==> src/rtl/free_list_controller_if.sv <==
// free_list_controller_if: checker push strobes, downstream valid/ready drains, status and flush.
interface free_list_controller_if #(
  parameter int ITER_WIDTH   = 9,
  parameter int FL_PTR_WIDTH = 4,
  parameter int NR_PTR_WIDTH = 4,
  parameter int DROP_WIDTH   = 8
);
  logic                    clear;
  logic                    fl_valid;
  logic [ITER_WIDTH-1:0]   fl_in;
  logic                    nr_valid;
  logic [ITER_WIDTH-1:0]   nr_in;
  logic                    fl_out_valid;
  logic [ITER_WIDTH-1:0]   fl_out_data;
  logic                    fl_out_ready;
  logic                    nr_out_valid;
  logic [ITER_WIDTH-1:0]   nr_out_data;
  logic                    nr_out_ready;
  logic [FL_PTR_WIDTH:0]   fl_count;
  logic [NR_PTR_WIDTH:0]   nr_count;
  logic                    fl_overflow;
  logic                    nr_overflow;
  logic [DROP_WIDTH-1:0]   fl_drop_cnt;
  logic [DROP_WIDTH-1:0]   nr_drop_cnt;
  modport slave (
    input  clear, fl_valid, fl_in, nr_valid, nr_in, fl_out_ready, nr_out_ready,
    output fl_out_valid, fl_out_data, nr_out_valid, nr_out_data,
           fl_count, nr_count, fl_overflow, nr_overflow, fl_drop_cnt, nr_drop_cnt
  );
  modport master (
    output clear, fl_valid, fl_in, nr_valid, nr_in, fl_out_ready, nr_out_ready,
    input  fl_out_valid, fl_out_data, nr_out_valid, nr_out_data,
           fl_count, nr_count, fl_overflow, nr_overflow, fl_drop_cnt, nr_drop_cnt
  );
endinterface

==> src/rtl/free_list_controller.sv <==
// free_list_controller: two independent FWFT FIFOs for free-list and no-redundancy indices.
// Define FLC_DROP_COUNT_EN to enable saturating per-FIFO drop counters.
module free_list_controller #(
  parameter int ITER_WIDTH   = 9,
  parameter int FL_DEPTH     = 16,
  parameter int NR_DEPTH     = 16,
  parameter int FL_PTR_WIDTH = 4,
  parameter int NR_PTR_WIDTH = 4,
  parameter int DROP_WIDTH   = 8
) (
  input logic                   clk,
  input logic                   reset_n,
  free_list_controller_if.slave bus
);
  logic [ITER_WIDTH-1:0]   r_fl_mem [FL_DEPTH];
  logic [FL_PTR_WIDTH-1:0] r_fl_wp, r_fl_rp;
  logic [FL_PTR_WIDTH:0]   r_fl_cnt;
  logic                    r_fl_ovf;
  logic                    w_fl_empty, w_fl_pop, w_fl_push, w_fl_drop;
  logic [ITER_WIDTH-1:0]   r_nr_mem [NR_DEPTH];
  logic [NR_PTR_WIDTH-1:0] r_nr_wp, r_nr_rp;
  logic [NR_PTR_WIDTH:0]   r_nr_cnt;
  logic                    r_nr_ovf;
  logic                    w_nr_empty, w_nr_pop, w_nr_push, w_nr_drop;
  // count MSB alone marks full because depth is a power of two
  assign w_fl_empty = r_fl_cnt == '0;
  assign w_fl_pop   = ~w_fl_empty & bus.fl_out_ready;
  assign w_fl_push  = bus.fl_valid & (~r_fl_cnt[FL_PTR_WIDTH] | w_fl_pop);
  assign w_fl_drop  = bus.fl_valid & ~w_fl_push;
  assign w_nr_empty = r_nr_cnt == '0;
  assign w_nr_pop   = ~w_nr_empty & bus.nr_out_ready;
  assign w_nr_push  = bus.nr_valid & (~r_nr_cnt[NR_PTR_WIDTH] | w_nr_pop);
  assign w_nr_drop  = bus.nr_valid & ~w_nr_push;
  always_ff @(posedge clk or negedge reset_n)
    if (!reset_n) begin
      r_fl_wp  <= '0;
      r_fl_rp  <= '0;
      r_fl_cnt <= '0;
      r_fl_ovf <= 1'b0;
      r_nr_wp  <= '0;
      r_nr_rp  <= '0;
      r_nr_cnt <= '0;
      r_nr_ovf <= 1'b0;
    end else if (bus.clear) begin
      r_fl_wp  <= '0;
      r_fl_rp  <= '0;
      r_fl_cnt <= '0;
      r_fl_ovf <= 1'b0;
      r_nr_wp  <= '0;
      r_nr_rp  <= '0;
      r_nr_cnt <= '0;
      r_nr_ovf <= 1'b0;
    end else begin
      if (w_fl_push) r_fl_wp <= r_fl_wp + 1'b1;
      if (w_fl_pop) r_fl_rp <= r_fl_rp + 1'b1;
      r_fl_cnt <= (w_fl_push & ~w_fl_pop) ? r_fl_cnt + 1'b1 :
                  (w_fl_pop & ~w_fl_push) ? r_fl_cnt - 1'b1 : r_fl_cnt;
      if (w_fl_drop) r_fl_ovf <= 1'b1;
      if (w_nr_push) r_nr_wp <= r_nr_wp + 1'b1;
      if (w_nr_pop) r_nr_rp <= r_nr_rp + 1'b1;
      r_nr_cnt <= (w_nr_push & ~w_nr_pop) ? r_nr_cnt + 1'b1 :
                  (w_nr_pop & ~w_nr_push) ? r_nr_cnt - 1'b1 : r_nr_cnt;
      if (w_nr_drop) r_nr_ovf <= 1'b1;
    end
  always_ff @(posedge clk) begin
    if (w_fl_push && !bus.clear) r_fl_mem[r_fl_wp] <= bus.fl_in;
    if (w_nr_push && !bus.clear) r_nr_mem[r_nr_wp] <= bus.nr_in;
  end
  assign bus.fl_out_valid = ~w_fl_empty;
  assign bus.fl_out_data  = w_fl_empty ? '0 : r_fl_mem[r_fl_rp];
  assign bus.fl_count     = r_fl_cnt;
  assign bus.fl_overflow  = r_fl_ovf;
  assign bus.nr_out_valid = ~w_nr_empty;
  assign bus.nr_out_data  = w_nr_empty ? '0 : r_nr_mem[r_nr_rp];
  assign bus.nr_count     = r_nr_cnt;
  assign bus.nr_overflow  = r_nr_ovf;
`ifdef FLC_DROP_COUNT_EN
  logic [DROP_WIDTH-1:0] r_fl_dc, r_nr_dc;
  always_ff @(posedge clk or negedge reset_n)
    if (!reset_n) begin
      r_fl_dc <= '0;
      r_nr_dc <= '0;
    end else if (bus.clear) begin
      r_fl_dc <= '0;
      r_nr_dc <= '0;
    end else begin
      if (w_fl_drop && r_fl_dc != '1) r_fl_dc <= r_fl_dc + 1'b1;
      if (w_nr_drop && r_nr_dc != '1) r_nr_dc <= r_nr_dc + 1'b1;
    end
  assign bus.fl_drop_cnt = r_fl_dc;
  assign bus.nr_drop_cnt = r_nr_dc;
`else
  assign bus.fl_drop_cnt = {DROP_WIDTH{1'b0}};
  assign bus.nr_drop_cnt = {DROP_WIDTH{1'b0}};
`endif
endmodule
==> src/flat_wrapper.sv <==
// flat-port wrapper written by rule: the top's interface ports become plain ports
module free_list_controller_flat 
#(
  parameter int ITER_WIDTH   = 9,
  parameter int FL_DEPTH     = 16,
  parameter int NR_DEPTH     = 16,
  parameter int FL_PTR_WIDTH = 4,
  parameter int NR_PTR_WIDTH = 4,
  parameter int DROP_WIDTH   = 8
)
  (clk, reset_n, bus_clear, bus_fl_valid, bus_fl_in, bus_nr_valid, bus_nr_in, bus_fl_out_ready, bus_nr_out_ready, bus_fl_out_valid, bus_fl_out_data, bus_nr_out_valid, bus_nr_out_data, bus_fl_count, bus_nr_count, bus_fl_overflow, bus_nr_overflow, bus_fl_drop_cnt, bus_nr_drop_cnt);
  free_list_controller_if #(.ITER_WIDTH(ITER_WIDTH), .FL_PTR_WIDTH(FL_PTR_WIDTH), .NR_PTR_WIDTH(NR_PTR_WIDTH), .DROP_WIDTH(DROP_WIDTH)) bus_i ();
  input logic clk;
  input logic reset_n;
  input wire logic [$bits(bus_i.clear)-1:0] bus_clear;
  input wire logic [$bits(bus_i.fl_valid)-1:0] bus_fl_valid;
  input wire logic [$bits(bus_i.fl_in)-1:0] bus_fl_in;
  input wire logic [$bits(bus_i.nr_valid)-1:0] bus_nr_valid;
  input wire logic [$bits(bus_i.nr_in)-1:0] bus_nr_in;
  input wire logic [$bits(bus_i.fl_out_ready)-1:0] bus_fl_out_ready;
  input wire logic [$bits(bus_i.nr_out_ready)-1:0] bus_nr_out_ready;
  output wire logic [$bits(bus_i.fl_out_valid)-1:0] bus_fl_out_valid;
  output wire logic [$bits(bus_i.fl_out_data)-1:0] bus_fl_out_data;
  output wire logic [$bits(bus_i.nr_out_valid)-1:0] bus_nr_out_valid;
  output wire logic [$bits(bus_i.nr_out_data)-1:0] bus_nr_out_data;
  output wire logic [$bits(bus_i.fl_count)-1:0] bus_fl_count;
  output wire logic [$bits(bus_i.nr_count)-1:0] bus_nr_count;
  output wire logic [$bits(bus_i.fl_overflow)-1:0] bus_fl_overflow;
  output wire logic [$bits(bus_i.nr_overflow)-1:0] bus_nr_overflow;
  output wire logic [$bits(bus_i.fl_drop_cnt)-1:0] bus_fl_drop_cnt;
  output wire logic [$bits(bus_i.nr_drop_cnt)-1:0] bus_nr_drop_cnt;
  assign bus_i.clear = bus_clear;
  assign bus_i.fl_valid = bus_fl_valid;
  assign bus_i.fl_in = bus_fl_in;
  assign bus_i.nr_valid = bus_nr_valid;
  assign bus_i.nr_in = bus_nr_in;
  assign bus_i.fl_out_ready = bus_fl_out_ready;
  assign bus_i.nr_out_ready = bus_nr_out_ready;
  assign bus_fl_out_valid = bus_i.fl_out_valid;
  assign bus_fl_out_data = bus_i.fl_out_data;
  assign bus_nr_out_valid = bus_i.nr_out_valid;
  assign bus_nr_out_data = bus_i.nr_out_data;
  assign bus_fl_count = bus_i.fl_count;
  assign bus_nr_count = bus_i.nr_count;
  assign bus_fl_overflow = bus_i.fl_overflow;
  assign bus_nr_overflow = bus_i.nr_overflow;
  assign bus_fl_drop_cnt = bus_i.fl_drop_cnt;
  assign bus_nr_drop_cnt = bus_i.nr_drop_cnt;
  free_list_controller #(.ITER_WIDTH(ITER_WIDTH), .FL_DEPTH(FL_DEPTH), .NR_DEPTH(NR_DEPTH), .FL_PTR_WIDTH(FL_PTR_WIDTH), .NR_PTR_WIDTH(NR_PTR_WIDTH), .DROP_WIDTH(DROP_WIDTH)) u_core (.clk(clk), .reset_n(reset_n), .bus(bus_i));
endmodule
==> config.mk <==
export PLATFORM = sky130hd
export DESIGN_NAME = free_list_controller_flat
export DESIGN_NICKNAME = d
export VERILOG_FILES = /design/src/rtl/free_list_controller_if.sv /design/src/rtl/free_list_controller.sv /design/src/flat_wrapper.sv
export SDC_FILE = /design/constraint.sdc
export NUM_CORES = 1
export LEC_CHECK = 0
export ABC_AREA = 1
export BUFFER_PORTS_ARGS = -buffer_cell sky130_fd_sc_hd__clkbuf_2
export CELL_PAD_IN_SITES_DETAIL_PLACEMENT = 0
export CELL_PAD_IN_SITES_GLOBAL_PLACEMENT = 1
export CORE_ASPECT_RATIO = 1.5
export CORE_MARGIN = 4
export CORE_UTILIZATION = 45
export CTS_CLUSTER_SIZE = 40
export DETAILED_ROUTE_END_ITERATION = 10
export PLACE_DENSITY_LB_ADDON = 0.05
export SYNTH_ARGS = -nofsm -noshare
export SYNTH_HDL_FRONTEND = slang
export SYNTH_SLANG_ARGS = --single-unit
==> constraint.sdc <==
create_clock -name clk -period 1.9 [get_ports clk]
set_input_delay 0.285 -clock clk [delete_from_list [all_inputs] [get_ports clk]]
set_output_delay 0.285 -clock clk [all_outputs]
set_load 0.02 [all_outputs]
==> flow_metrics.py <==
metrics = {
    "run_status": {
        "status": "complete, but fails checks",
        "failed_checks": "negative setup slack",
    },
    "critical_path": {
        "r2r-end": "u_core.bus.nr_count[4]",
        "end_kind": "primary output",
        "timing.rr.start": "u_core.bus.nr_count[4]",
        "crit_type": "reg2out",
        "reg2reg_slack_ns": 0.11,
        "critPathMaxFanout": 7,
        "cp-start-kind": "flop",
        "crit_arrival_ns": 2.14,
        "required_ns": 1.62,
        "rr_worst_depth": 10,
        "crit_start": "u_core.r_fl_rp[0]",
    },
    "power_and_ir_drop": {
        "power_mw": 22.3,
        "p_sw_mw": 7.54,
        "pwr-share-seq_pct": 35.9,
        "p_int_mw": 14.7,
        "ir_drop_mv": 1.14,
        "p_clk_share_pct": 26.3,
        "p_per_area_nw_per_um2": 1320,
        "switching_share_pct": 33.9,
        "combinationalPowerShare_pct": 37.8,
        "p_leak_nw": 6.52,
    },
    "synth": {
        "synth_area_um2": 13600,
        "yosys_warnings": 0,
        "postSynthCellCount": 1207,
        "synth_seq_cells": 316,
        "synth_area_per_cell_um2": 11.3,
        "ys_seq_area_share_pct": 68.6,
        "synthDistinctLibCells": 30,
    },
    "final_layout": {
        "seqCellArea_um2": 9360,
        "fill_cells": 2626,
        "final_common_cell": "nand2_1",
        "multiInputGateArea_um2": 4110,
        "drive_above_1_share_pct": 25.0,
        "final_cell_area_um2": 16900,
        "n_antenna_cell": 0,
        "syn_to_final_growth_pct": 23.9,
        "finalNetCount": 1401,
        "mostFrequentLayoutCells": "nand2_1, edfxtp_1, nand3_1",
    },
    "timing": {
        "post-route-period-util_pct": 128,
        "setup_ws_ns": -0.529,
        "fmax_ghz": 0.412,
        "hold_viol_final": 0,
        "rsz0062_at_grt": "yes",
        "drv_slew": 0,
        "setup-violations-final": 18,
        "skew_ns": 0.0290,
        "whs_ns": 0.0756,
        "min_period_ns": 2.43,
    },
    "global_route": {
        "grt_pass1_vias": 8845,
        "grt_max_degree": 29,
        "antenna_found_initial": 0,
        "grt_pass1_wl_um": 51500,
        "track_usage_pct": 20.4,
        "grt-ovfl-total": 0,
    },
    "detailed_routing": {
        "drtIter0Drc": 442,
        "vias": 9042,
        "drc_errors": 0,
        "wirelength_um": 34700,
        "wl_per_cell_um": 19.6,
        "final_antenna_net_count": 0,
        "drt_first_pass_iters": 4,
        "vias_per_cell": 5.10,
    },
    "worst_hold_path": {
        "whs_endpoint": "u_core.r_fl_wp[2]",
        "min_path_type": "in2reg",
        "min_path_cells": 4,
        "hp-start": "bus_clear",
    },
    "floorplanning": {
        "die_w_um": 150,
        "die-height_um": 221,
        "io_pins": 73,
        "std_cell_rows": 77,
        "initial_utilization_pct": 45.9,
        "core_um2": 29700,
        "die_area_um2": 33200,
    },
    "clock_network": {
        "tritoncts.num_buffers": 31,
        "clock_sinks": 316,
        "clkTransAtPathRegs_ns": 0.07,
        "clock_path_buffers": 3,
        "cts_root_buf": "clkbuf_16",
        "ctsHtreeMaxLevel": 1,
        "insertion_delay_ns": 0.58,
        "tritoncts": "yes",
    },
    "place": {
        "port_buffers": 56,
        "place_area_um2": 14900,
        "dpl.hpwl_um": 22300,
        "gp_congestion": 0.786,
        "pre_cts_ws_ns": -0.0166,
    },
    "run": {
        "cap_violations": 0,
    },
}
[power by group through the flow]
stage / Sequential, mW / Combinational, mW / Clock [mW]
global route: 8.01 / 9.18 / 6.24
finish: 7.99 / 8.42 / 5.85
floorplan: 8.22 / 4.17 / 0
global placement: 8.10 / 6.49 / 0
CTS: 7.97 / 7.62 / 5.98
detailed placement: 8.10 / 6.52 / 0
[worst max path at each step]
stage	endpoint	slack, ns	cells past startpoint
floorplan	u_core.bus.nr_count[4]	-0.07	11
global placement	bus_nr_out_data[4]	-0.03	8
detailed placement	bus_nr_out_data[4]	-0.02	8
CTS	bus_nr_out_data[2]	-0.53	9
global route	bus_fl_out_data[4]	-0.61	9
finish	bus_fl_out_data[0]	-0.53	9
[kinds of logic after synthesis]
logic type	share of synthesized area (%)
compound gates	2.18
xor+xnor	0.386
fa+ha+maj	1.95
buf+inv	4.81
flops	68.6
other cells	0.0275
simple gates	22.1
[registers in the layout, summed over array words and instances, names as in the netlist]
register,cells
u_core.r_nr_rp,4
u_core.bus.nr_overflow,1
u_core.r_fl_mem,144
u_core.r_fl_rp,4
u_core.r_fl_wp,4
u_core.r_nr_wp,4
u_core.r_nr_mem,144
u_core.bus.fl_overflow,1
u_core.bus.nr_count,5
u_core.bus.fl_count,5
[worst max-delay path: stages (launching register included)]
cell and delay (ns):
dfrtp_2 0.48, buf_12 0.19, clkbuf_16 0.16, nand2_1 0.05, nand3_1 0.08, nand3_2 0.08
nand2_2 0.10, nand2_1 0.07, a21oi_2 0.16, clkbuf_8 0.17
[cell type report]
| class | count | area share (%) |
|---|---|---|
| clock buffer | 41 | 4.82 |
| clock inverter | 14 | 0.874 |
| inverter | 36 | 0.904 |
| multi-input combinational | 798 | 24.4 |
| sequential | 316 | 55.4 |
| tap | 395 | 2.93 |
| timing repair buffer | 173 | 10.7 |
[synth_stat cells, drive strengths merged]
library cell / number / area (um2)
buf: 70 / 513
nand3b: 2 / 15.0
o21ai: 19 / 110
clkinv: 6 / 22.5
nor2: 37 / 139
o21a: 2 / 15.0
a22o: 1 / 8.76
dfrtp: 28 / 701
inv: 30 / 113
nand3: 244 / 1230
ha: 18 / 225
fa: 2 / 40.0
conb: 1 / 3.75
edfxtp: 288 / 8650
clkbuf: 2 / 7.51
nand2: 417 / 1590
nor3: 5 / 25.0
nor3b: 1 / 7.51
a21oi: 28 / 163
xor2: 6 / 52.6
[per-stage QoR]
step | utilization [%] | TNS (ns) | std cells
after detailed placement | 50.1 | -0.0168 | 1691
after global placement | 50.1 | -0.0315 | 1691
final | 56.9 | -8.82 | 1773
after global routing | 56.9 | -10.59 | 1773
after floorplan | - | -1.87 | 1222
after CTS | 55.2 | -8.88 | 1758
[layer usage]
metal | global-route usage, % | vias to the layer above | part of all wire (%)
met5 | 0 | - | 0
met4 | 6.14 | 0 | 2.7
met1 | 23.7 | 4394 | 39
met2 | 38.6 | 149 | 56
met3 | 2.39 | 53 | 3.2
li1 | - | 4446 | -
[repair_timing]
item                       in CTS  in global routing
pin swaps                      10                 33
setup endpoints to repair      20                 59
resized for setup              94                 88
hold endpoints to repair       28                  0
cloned                          5                  8
hold buffers                    1                  0
buffers inserted                6                  8
(Power assumes the default switching activity.)
